File: config.mk
export PLATFORM = sky130hd
export DESIGN_NAME = cop0_intr_ctrl
export DESIGN_NICKNAME = d
export VERILOG_FILES = /design/src/rtl/cop0_intr_ctrl.sv
export SDC_FILE = /design/constraint.sdc
export NUM_CORES = 1
export LEC_CHECK = 0
export CAP_MARGIN = 20
export CORE_MARGIN = 3
export CORE_UTILIZATION = 37
export DETAILED_ROUTE_END_ITERATION = 6
export PLACE_DENSITY = 0.9
export SLEW_MARGIN = 20
export SYNTH_ARGS = -nofsm -noshare
export SYNTH_HDL_FRONTEND = slang
export SYNTH_SLANG_ARGS = --single-unit
export TNS_END_PERCENT = 20
File: constraint.sdc
create_clock -name Clk -period 2.1 [get_ports Clk]
set_clock_uncertainty 0.1 [all_clocks]
set_input_delay 0.21 -clock Clk [delete_from_list [all_inputs] [get_ports Clk]]
set_output_delay 0.21 -clock Clk [all_outputs]
set_load 0.02 [all_outputs]
File: src/rtl/cop0_intr_ctrl.sv
// ---------------------------------------------------------------------------
// cop0_intr_ctrl
// Coprocessor-0 exception/interrupt sequencer for the single-cycle MIPS core.
// It arbitrates SYSCALL against NUM_IRQ edge-captured interrupt requests,
// redirects the PC to the exception vector, saves EPC and returns on ERET.
// It holds Status (12), Cause (13) and EPC (14).
//
// Ports:
//   Clk, Reset_n          rising-edge clock, async active-low reset
//   IrqReq[NUM_IRQ]       interrupt request levels (Clk-synchronous)
//   InstrValid            an instruction retires this cycle
//   IsSyscall, IsEret     decoded SYSCALL / ERET
//   PcCurrent, PcNext     PC of the current instruction / normal next PC
//   MtcWe/MtcAddr/MtcData MTC0 write port
//   MfcAddr/MfcData       MFC0 read port (combinational, pre-edge value)
//   PcRedirect/PcTarget   PC override for this cycle (combinational)
//   InService             handler active (Status.EXL)
//   IrqClear[NUM_IRQ]     one-cycle acknowledge of the taken IRQ (registered)
// ---------------------------------------------------------------------------
module cop0_intr_ctrl #(
    parameter int          NUM_IRQ    = 3,
    parameter logic [31:0] EXC_VECTOR = 32'h0000_3000
) (
    input  logic               Clk,
    input  logic               Reset_n,
    input  logic [NUM_IRQ-1:0] IrqReq,
    input  logic               InstrValid,
    input  logic               IsSyscall,
    input  logic               IsEret,
    input  logic [31:0]        PcCurrent,
    input  logic [31:0]        PcNext,
    input  logic               MtcWe,
    input  logic [4:0]         MtcAddr,
    input  logic [31:0]        MtcData,
    input  logic [4:0]         MfcAddr,
    output logic [31:0]        MfcData,
    output logic               PcRedirect,
    output logic [31:0]        PcTarget,
    output logic               InService,
    output logic [NUM_IRQ-1:0] IrqClear
);

    localparam logic [4:0] ADDR_STATUS = 5'd12;
    localparam logic [4:0] ADDR_CAUSE  = 5'd13;
    localparam logic [4:0] ADDR_EPC    = 5'd14;
    localparam logic [4:0] EXC_INT     = 5'd0;
    localparam logic [4:0] EXC_SYS     = 5'd8;

    // The FSM state is Status.EXL itself: RUN when clear, HANDLER when set.
    typedef enum logic {
        ST_RUN     = 1'b0,
        ST_HANDLER = 1'b1
    } state_t;

    state_t               state_r;
    logic                 ie_r;
    logic [NUM_IRQ-1:0]   im_r;
    logic [4:0]           exc_code_r;
    logic [NUM_IRQ-1:0]   pending_r;
    logic [NUM_IRQ-1:0]   hist_r;
    logic [31:0]          epc_r;
    logic [NUM_IRQ-1:0]   irq_clear_r;

    logic [NUM_IRQ-1:0]   edge_s;
    logic [NUM_IRQ-1:0]   irq_mask_s;
    logic [NUM_IRQ-1:0]   irq_sel_s;
    logic                 eret_act_s;
    logic                 sys_act_s;
    logic                 take_s;
    logic                 wr_status_s;
    logic                 wr_epc_s;
    logic [31:0]          status_word_s;
    logic [31:0]          cause_word_s;

    // Event decode: ERET beats SYSCALL, SYSCALL beats interrupts, and the
    // winning interrupt is the lowest-index enabled pending line.
    always_comb begin
        edge_s      = IrqReq & ~hist_r;
        irq_mask_s  = pending_r & im_r;
        irq_sel_s   = irq_mask_s & (~irq_mask_s + NUM_IRQ'(1));
        eret_act_s  = InstrValid & IsEret;
        sys_act_s   = InstrValid & IsSyscall & ~IsEret;
        wr_status_s = MtcWe & (MtcAddr == ADDR_STATUS);
        wr_epc_s    = MtcWe & (MtcAddr == ADDR_EPC);
        if (InstrValid && (state_r == ST_RUN) && !IsEret && !IsSyscall
            && ie_r && (|irq_mask_s)) begin
            take_s = 1'b1;
        end else begin
            take_s = 1'b0;
        end
    end

    // PC redirect: ERET returns to EPC, any exception goes to the vector.
    always_comb begin
        PcRedirect = eret_act_s | sys_act_s | take_s;
        if (eret_act_s) begin
            PcTarget = epc_r;
        end else if (sys_act_s || take_s) begin
            PcTarget = EXC_VECTOR;
        end else begin
            PcTarget = 32'h0000_0000;
        end
    end

    // MFC0 read mux; unimplemented registers and bits read as zero.
    always_comb begin
        status_word_s                  = 32'h0000_0000;
        status_word_s[0]               = ie_r;
        status_word_s[1]               = state_r;
        status_word_s[8 +: NUM_IRQ]    = im_r;
        cause_word_s                   = 32'h0000_0000;
        cause_word_s[6:2]              = exc_code_r;
        cause_word_s[8 +: NUM_IRQ]     = pending_r;
        case (MfcAddr)
            ADDR_STATUS: MfcData = status_word_s;
            ADDR_CAUSE:  MfcData = cause_word_s;
            ADDR_EPC:    MfcData = epc_r;
            default:     MfcData = 32'h0000_0000;
        endcase
    end

    assign InService = state_r;
    assign IrqClear  = irq_clear_r;

    // Status register and FSM state; exception entry/exit override an MTC0
    // write of EXL, while IE/IM still follow the write.
    always_ff @(posedge Clk or negedge Reset_n) begin
        if (!Reset_n) begin
            state_r <= ST_RUN;
            ie_r    <= 1'b0;
            im_r    <= '0;
        end else begin
            if (wr_status_s) begin
                ie_r    <= MtcData[0];
                im_r    <= MtcData[8 +: NUM_IRQ];
                state_r <= state_t'(MtcData[1]);
            end
            if (take_s || sys_act_s) begin
                state_r <= ST_HANDLER;
            end else if (eret_act_s && (state_r == ST_HANDLER)) begin
                state_r <= ST_RUN;
            end
        end
    end

    // EPC and ExcCode; a SYSCALL inside the handler keeps the original EPC.
    always_ff @(posedge Clk or negedge Reset_n) begin
        if (!Reset_n) begin
            epc_r      <= 32'h0000_0000;
            exc_code_r <= 5'd0;
        end else begin
            if (take_s) begin
                epc_r      <= PcNext;
                exc_code_r <= EXC_INT;
            end else if (sys_act_s) begin
                exc_code_r <= EXC_SYS;
                if (state_r == ST_RUN) begin
                    epc_r <= PcCurrent;
                end else if (wr_epc_s) begin
                    epc_r <= MtcData;
                end
            end else if (wr_epc_s) begin
                epc_r <= MtcData;
            end
        end
    end

    // Edge capture into pending; a new edge wins over the clear on take.
    always_ff @(posedge Clk or negedge Reset_n) begin
        if (!Reset_n) begin
            hist_r      <= '0;
            pending_r   <= '0;
            irq_clear_r <= '0;
        end else begin
            hist_r      <= IrqReq;
            pending_r   <= (pending_r & ~(take_s ? irq_sel_s : '0)) | edge_s;
            irq_clear_r <= take_s ? irq_sel_s : '0;
        end
    end

endmodule

### Word level (Yosys, flattened, before mapping)

Index checks and enable logic that the tools add are counted.

* output and inout port bits: 69
* register bits: 51
* input bits: 115

* reduce and logical (&&, ||, !) cells: 12
* add/subtract/negate cells: 1
* equality and inequality tests: 5
* bitwise gates (word level): 17
* muxes and demuxes: 14

Operators by type and width (number)
* $mux 32: 5
* $pmux 32 s3: 1
* $eq 5x4->1 const B: 5
* $mux 14: 1
* $and 3x3->3: 4
* $mux 5: 2
* $not 3->3: 3
* $logic_and 1x1->1: 6
* $and 1x1->1: 5
* $mux 1: 4
* $add 3x1->3 const B: 1
* $mux 3: 1
* $or 3x3->3: 1
* $reduce_bool 3->1: 1
* $reduce_or 3->1: 1
* $logic_not 1->1: 2
* $not 1->1: 2
* $or 1x1->1: 2
* $reduce_bool 2->1: 1
* $logic_or 1x1->1: 1

### Depth between registers and ports, before layout

Gate-level depths: netlist of run 1.

* depth in word-level cells: 11
* mapped depth: 7

### Worst setup path before layout of run 1

No wires, ideal clock.

* path kind: flip-flop to output port
* start: register state_r, in the netlist InService
* end: output port PcTarget[12]
* stages on the path, launching flop included: 6
* data arrival time: 1792 ps
* required time: 1790 ps
* setup slack: -2 ps
* cell sequence: dfrtp_1 nand3b_2 or4_1 buf_2 nand2_1 o21a_1

* longest elaborated chain between the ends: 10

Ends and longest elaborated chain
* start: declaration: line 55 `state_t state_r;`
* start signal: assignment: line 136 `state_r <= state_t'(MtcData[1]);`
* $not 1->1
* $logic_and 1x1->1 (3 in series): line 85 `if (InstrValid && (state_r == ST_RUN) && !IsEret && !IsSyscall`
* $logic_and 1x1->1 (2 in series): line 86 `&& ie_r && (|irq_mask_s)) begin`
* $mux 1: line 85
* $logic_or 1x1->1: line 98 `end else if (sys_act_s || take_s) begin`
* $mux 14: line 98
* $mux 32: line 96 `if (eret_act_s) begin`
* end: declaration: line 38 `output logic [31:0] PcTarget,`

Every way passes these cells.

### Worst setup path after layout of run 1

* start: register state_r, in the netlist InService
* end: output port PcTarget[13]

The elaborated chain is that of the path after synthesis.

==> results of run 1 <==
## repair_timing
item,CTS,global route
pin swaps,1,2
hold buffers,1,0
hold endpoints to repair,21,0
endpoints found under the setup margin,97,92
gates cloned,0,1
gates resized for setup,64,76
## worst paths after layout
kind                           start      endpoint  slack, ns
max                        InService  PcTarget[13]      -0.02
min                        IrqReq[1]     hist_r[1]       0.28
max reg2reg                InService     epc_r[30]       0.13
min reg2reg                hist_r[1]  pending_r[1]       0.34
max in group asynchronous    Reset_n      epc_r[5]       0.98
min in group asynchronous    Reset_n      epc_r[7]       0.37
## critical path: stages, from the launching register on
cell,delay (ns)
dfrtp_1,0.39
nand3b_2,0.21
or4_4,0.53
nand2_4,0.11
o21a_1,0.15
buf_6,0.12
## cell type report
| cell class | instances | share of cell area [%] |
|---|---|---|
| Timing Repair Buffer | 204 | 40.1 |
| Multi-Input combinational cell | 204 | 30.7 |
| Sequential cell | 47 | 23.6 |
| Tap cell | 99 | 2.48 |
| Inverter | 6 | 0.451 |
| Clock inverter | 3 | 1.35 |
| Clock buffer | 5 | 1.38 |
## power groups by stage
stage / sequential [mW] / combinational (mW) / clock, mW
2_1_floorplan: 1.33 / 0.697 / 0
3_3_place_gp: 1.38 / 1.25 / 0
3_5_place_dp: 1.40 / 1.29 / 0
4_1_cts: 1.38 / 1.29 / 0.800
5_1_grt: 1.42 / 1.37 / 0.840
6_report: 1.38 / 1.27 / 0.788
## per-layer routing
| layer | track usage [%] | wire length, um | up-vias |
|---|---|---|---|
| met3 | 7.88 | 999 | 15 |
| met4 | 6.84 | 159 | 0 |
| met5 | 0 | 0 | - |
| li1 | - | - | 1408 |
| met2 | 41.0 | 5280 | 146 |
| met1 | 25.6 | 4050 | 1474 |
## flip-flops by register name (all words and copies together) (netlist names)
| name | count |
|---|---|
| exc_code_r | 1 |
| IrqClear | 3 |
| ie_r | 1 |
| im_r | 3 |
| InService | 1 |
| pending_r | 3 |
| hist_r | 3 |
| epc_r | 32 |
## layout by cell type, fill, tap and decap left out, types with 2 or more instances in the layout
master,synthesis,routed
a21oi_1,2,2
a21oi_2,30,30
a22o_1,3,3
and2_1,26,26
and2_4,1,2
and3_1,31,31
buf_12,0,4
buf_2,4,2
buf_4,0,14
buf_6,4,2
buf_8,0,2
bufinv_16,0,2
clkbuf_2,0,20
clkbuf_8,0,5
clkdlybuf4s15_1,0,12
clkdlybuf4s50_1,0,121
dfrtp_1,47,47
dlygate4sd2_1,0,4
dlymetal6s2s_1,0,22
inv_1,6,6
mux2_2,4,4
mux2i_1,36,36
nand2_1,11,10
nor2_1,3,3
o21a_1,3,3
o21ai_0,5,5
o22ai_1,34,34
or3_1,3,3
## metrics by stage
stage	cells	cell area, um2
3_5_place_dp	558	4840
5_1_grt	568	4990
4_1_cts	567	4990
2_1_floorplan	284	2830
6_report	568	4990
3_3_place_gp	558	4840
## kinds of logic (layout without fill, tap and decap cells)
kind of cell,after synthesis,count (layout),synth area share (%)
flops,47,47,41.6
mux,40,40,14.3
simple gates,84,85,17.9
buf+inv,34,218,5.75
compound gates,79,79,20.4
==> flow_summary.ini, run 1 <==
[status]
status = complete, but fails checks
failed_checks = setup timing

[cts]
clkTransAtPathRegs_ns = 0.09
cts_tree = yes
clock-sinks = 47
cts-root-buf = clkbuf_8
clk_path_buf_depth = 2
clkLatencyLatePin_ns = 0.30
cts_max_level = 2
numCtsBuffers = 5
postCtsSetupRepairBufs = 0

[timing]
finalSetupViolCount = 2
tightest_slew_ns = 0.590
hold_viol = 0
slew-limit-headroom_pct = 60.7
hold_slack_ns = 0.279
final_max_slew_viol_count = 0
fmax_mhz = 472
rsz0062_at_grt = true
final.setup.tns_ns = -0.0301
period_share_pct = 101
fin_crit_ns = 2.12
fin_ws_ns = -0.0200

[final_layout]
multi_input_area_um2 = 1530
area_delta_synth_final_pct = 76.3
utilization_pct = 68.0
n_antenna_cell = 0
drive_gt1_share_pct = 19.8
register_area_um2 = 1180
fill_cells = 563
layout.nets = 583

[place]
dpl.hpwl_um = 7600
io_buffers = 183
place_ws_ns = -0.455
gp_congestion = 0.850

[die]
coreArea_um2 = 7330
fp.dieW_um = 93.4
start_util_pct = 38.6
ios = 184
die-area_um2 = 8730
die_y_um = 93.4
rows = 31

[yosys]
post-synth-top-area-cell = dfrtp_1
ys_types = 31
ys_seq_elements = 47
yosysSeqAreaShare_pct = 41.6
synth_common_cells = dfrtp_1, mux2i_1, o22ai_1
netlist_area_um2 = 2830
yosysWarnings = 0
synth.area.top_cells = dfrtp_1, mux2i_1, a21oi_2, o22ai_1, and3_1
syn_area_per_cell_um2 = 9.96
syn_nets = 399
synthCells = 284
synth_edf_count = 0
synth_most_common_cell = dfrtp_1
synthArstFlopShare_pct = 100
synthFlopType = dfrtp_1
synth_top_cell_area_share_pct = 41.6

[setup_path]
cp-start-kind = flip-flop
worstSetupEndpointType = output port
path_class = reg2out
arrival_ns = 1.81
reg2reg_depth = 5
crit_fanout = 3
required_ns = 1.79

[detailed_routing]
vias_per_cell = 5.36
ant_nets = 0
drc = 0
wl_um = 10500
avgRoutedWirePerCell_um = 18.5
via_count = 3043
drt_pass1_iterations = 4
drtIter0Drc = 108

[run]
cap_violations = 0

[global_route]
track_usage_pct = 22.9
grt_max_degree = 39
overflow = 0
antenna_found_initial = 0
grt_pass1_wl_um = 15700
grt_pass1_vias = 3192

[power]
netSwitchingFraction_pct = 31.5
pwr-share-seq_pct = 40.2
total_power_mw = 3.44
leakage_nw = 2.43
p_int_mw = 2.36
pwr_density_cell_nw_per_um2 = 690
ir_drop_v = 0.000508
combPwrFrac_pct = 36.9
p_switching_mw = 1.09
p_clk_share_pct = 22.9

[hold_path]
hold_path_depth = 1
hp-class = in2reg
No activity file was read; power rests on OpenSTA's default activity.
==> run 2: changes to the inputs <==
CAP_MARGIN = 25   (was 20)
CORE_UTILIZATION = 40   (was 37)
CTS_CLUSTER_DIAMETER = 50   (was default)
PLACE_DENSITY = 0.95   (was 0.9)
clock period = 2.5 ns   (was 2.1 ns; I/O delays follow)
==> flow_summary.ini, run 2 (same netlist as run 1, synthesis figures left out) <==
[global_route]
grt_pass1_wl_um = 16500
grt_max_degree = 48
track_usage_pct = 25.3
grt_pass1_vias = 3234
overflow = 0
antenna_found_initial = 0

[die]
die_y_um = 90.1
fp.dieW_um = 90.1
start_util_pct = 41.4
ios = 184
coreArea_um2 = 6830
die-area_um2 = 8120
rows = 30

[timing]
hold_viol = 0
fin_crit_ns = 2.43
hold_slack_ns = 0.316
finalSetupViolCount = 0
period_share_pct = 97.0
slew-limit-headroom_pct = 64.2
tightest_slew_ns = 0.537
final.setup.tns_ns = 0
fmax_mhz = 412
final_max_slew_viol_count = 0

[place]
io_buffers = 183
gp_congestion = 0.846
dpl.hpwl_um = 7440
dpl.cell_count = 547

[cts]
clkLatencyLatePin_ns = 0.30
clkTransAtPathRegs_ns = 0.09
clock-sinks = 47
clk_path_buf_depth = 2
numCtsBuffers = 5
postCtsSetupRepairBufs = 0
cts-root-buf = clkbuf_8
cts_max_level = 2
cts_tree = yes

[setup_path]
crit_top_cell = clkdlybuf4s50_1
crit_fanout = 32
arrival_ns = 2.08
worst-path-buf-inv = 3
path_class = in2out
cpPeakStageDelay_ns = 0.59
crit_path_start = MfcAddr[2]
r2r-start = pending_r[1]
required_ns = 2.15
cp_slowest_cell = clkdlybuf4s50_1
crit_family = buffers and inverters
cp_cell_sequence = clkdlybuf4s50_1, nand2_1, nor4b_4, buf_12, and2_1, clkdlybuf4s50_1
cp-start-kind = input port
worstSetupEndpointType = output port

[final_layout]
drive_gt1_share_pct = 12.8
layout.nets = 574
largest_reg_flops = 32
final_common_cell = clkdlybuf4s50_1
area_delta_synth_final_pct = 74.9
final_cell_mix = clkdlybuf4s50_1, dfrtp_1, mux2i_1
instances_no_fill = 556
regMostFlops = epc_r
n_antenna_cell = 0

[detailed_routing]
ant_nets = 0
drc = 0
drt_pass1_iterations = 5
wl_um = 10300
vias_per_cell = 5.37
avgRoutedWirePerCell_um = 18.5
via_count = 2983
drtIter0Drc = 77

[run]
cap_violations = 0

[status]
status = completed

[power]
pwr_density_cell_nw_per_um2 = 545
ir_drop_v = 0.000296
leakage_nw = 2.45

[hold_path]
hp-class = in2reg
hp-start = IrqReq[0]
run 2: cell count changes in the layout (fill, tap and decap cells not counted), sizes merged, moves of 2 or more:
| cell | change |
|---|---|
| dlymetal6s2s | +5 |
| clkbuf | -20 |
| bufinv | -2 |
| buf | -11 |
| clkdlybuf4s15 | -12 |
| clkdlybuf4s50 | +29 |
run 2: stage by stage:
step	area [um2]	utilization (%)	worst slack [ns]	power (mW)
floorplan	2830	-	0.358	1.70
global placement	4770	69.9	-0.0805	2.19
detailed placement	4770	69.9	-0.0896	2.24
CTS	4880	71.4	0.0235	2.71
global route	4950	72.4	-0.0153	2.86
finish	4950	72.4	0.0745	2.70
run 2: cell type report:
class | count | area (um2)
sequential | 47 | 1180
tap | 96 | 120
timing repair buffer | 196 | 2030
inverter | 6 | 22.5
fill | 482 | 1880
clock inverter | 3 | 23.8
clock buffer | 5 | 68.8
multi-input combinational | 203 | 1510
run 2: timing repair:
| item | in CTS | in global routing |
|---|---|---|
| setup endpoints to repair | 14 | 27 |
| resized for setup | 6 | 27 |
| pin swaps | 0 | 0 |
| hold buffers | 1 | 0 |
| hold endpoints to repair | 47 | 0 |
run 2: where the power goes:
| part | internal (mW) | total, mW | switching [mW] |
|---|---|---|---|
| sequential | 0.988 | 1.17 | 0.186 |
| clock | 0.200 | 0.475 | 0.274 |
| combinational | 0.590 | 1.05 | 0.458 |
run 2: final timing paths:
check	endpoint	slack [ns]	cells past startpoint
min	hist_r[0]	0.32	1
min reg2reg	pending_r[1]	0.35	1
max reg2reg	epc_r[30]	0.22	5
max	MfcData[21]	0.07	6
min in group asynchronous	epc_r[20]	0.37	3
max in group asynchronous	epc_r[30]	1.70	3
run 2: routing by layer:
metal  share of wire [%]  track usage [%]  vias up
met5                   0                0        -
met4                 2.3             9.06        0
met3                 8.8             7.95       18
met2                  50             44.2      163
met1                  39             28.9     1416
li1                    -                -     1386
run 2: worst register-to-register path, cell delays in order (launching register included):
cell and delay [ns]:
dfrtp_1 0.44, a222oi_1 0.35, or4_1 0.18, buf_4 0.35, and2_4 0.57, a21oi_1 0.16
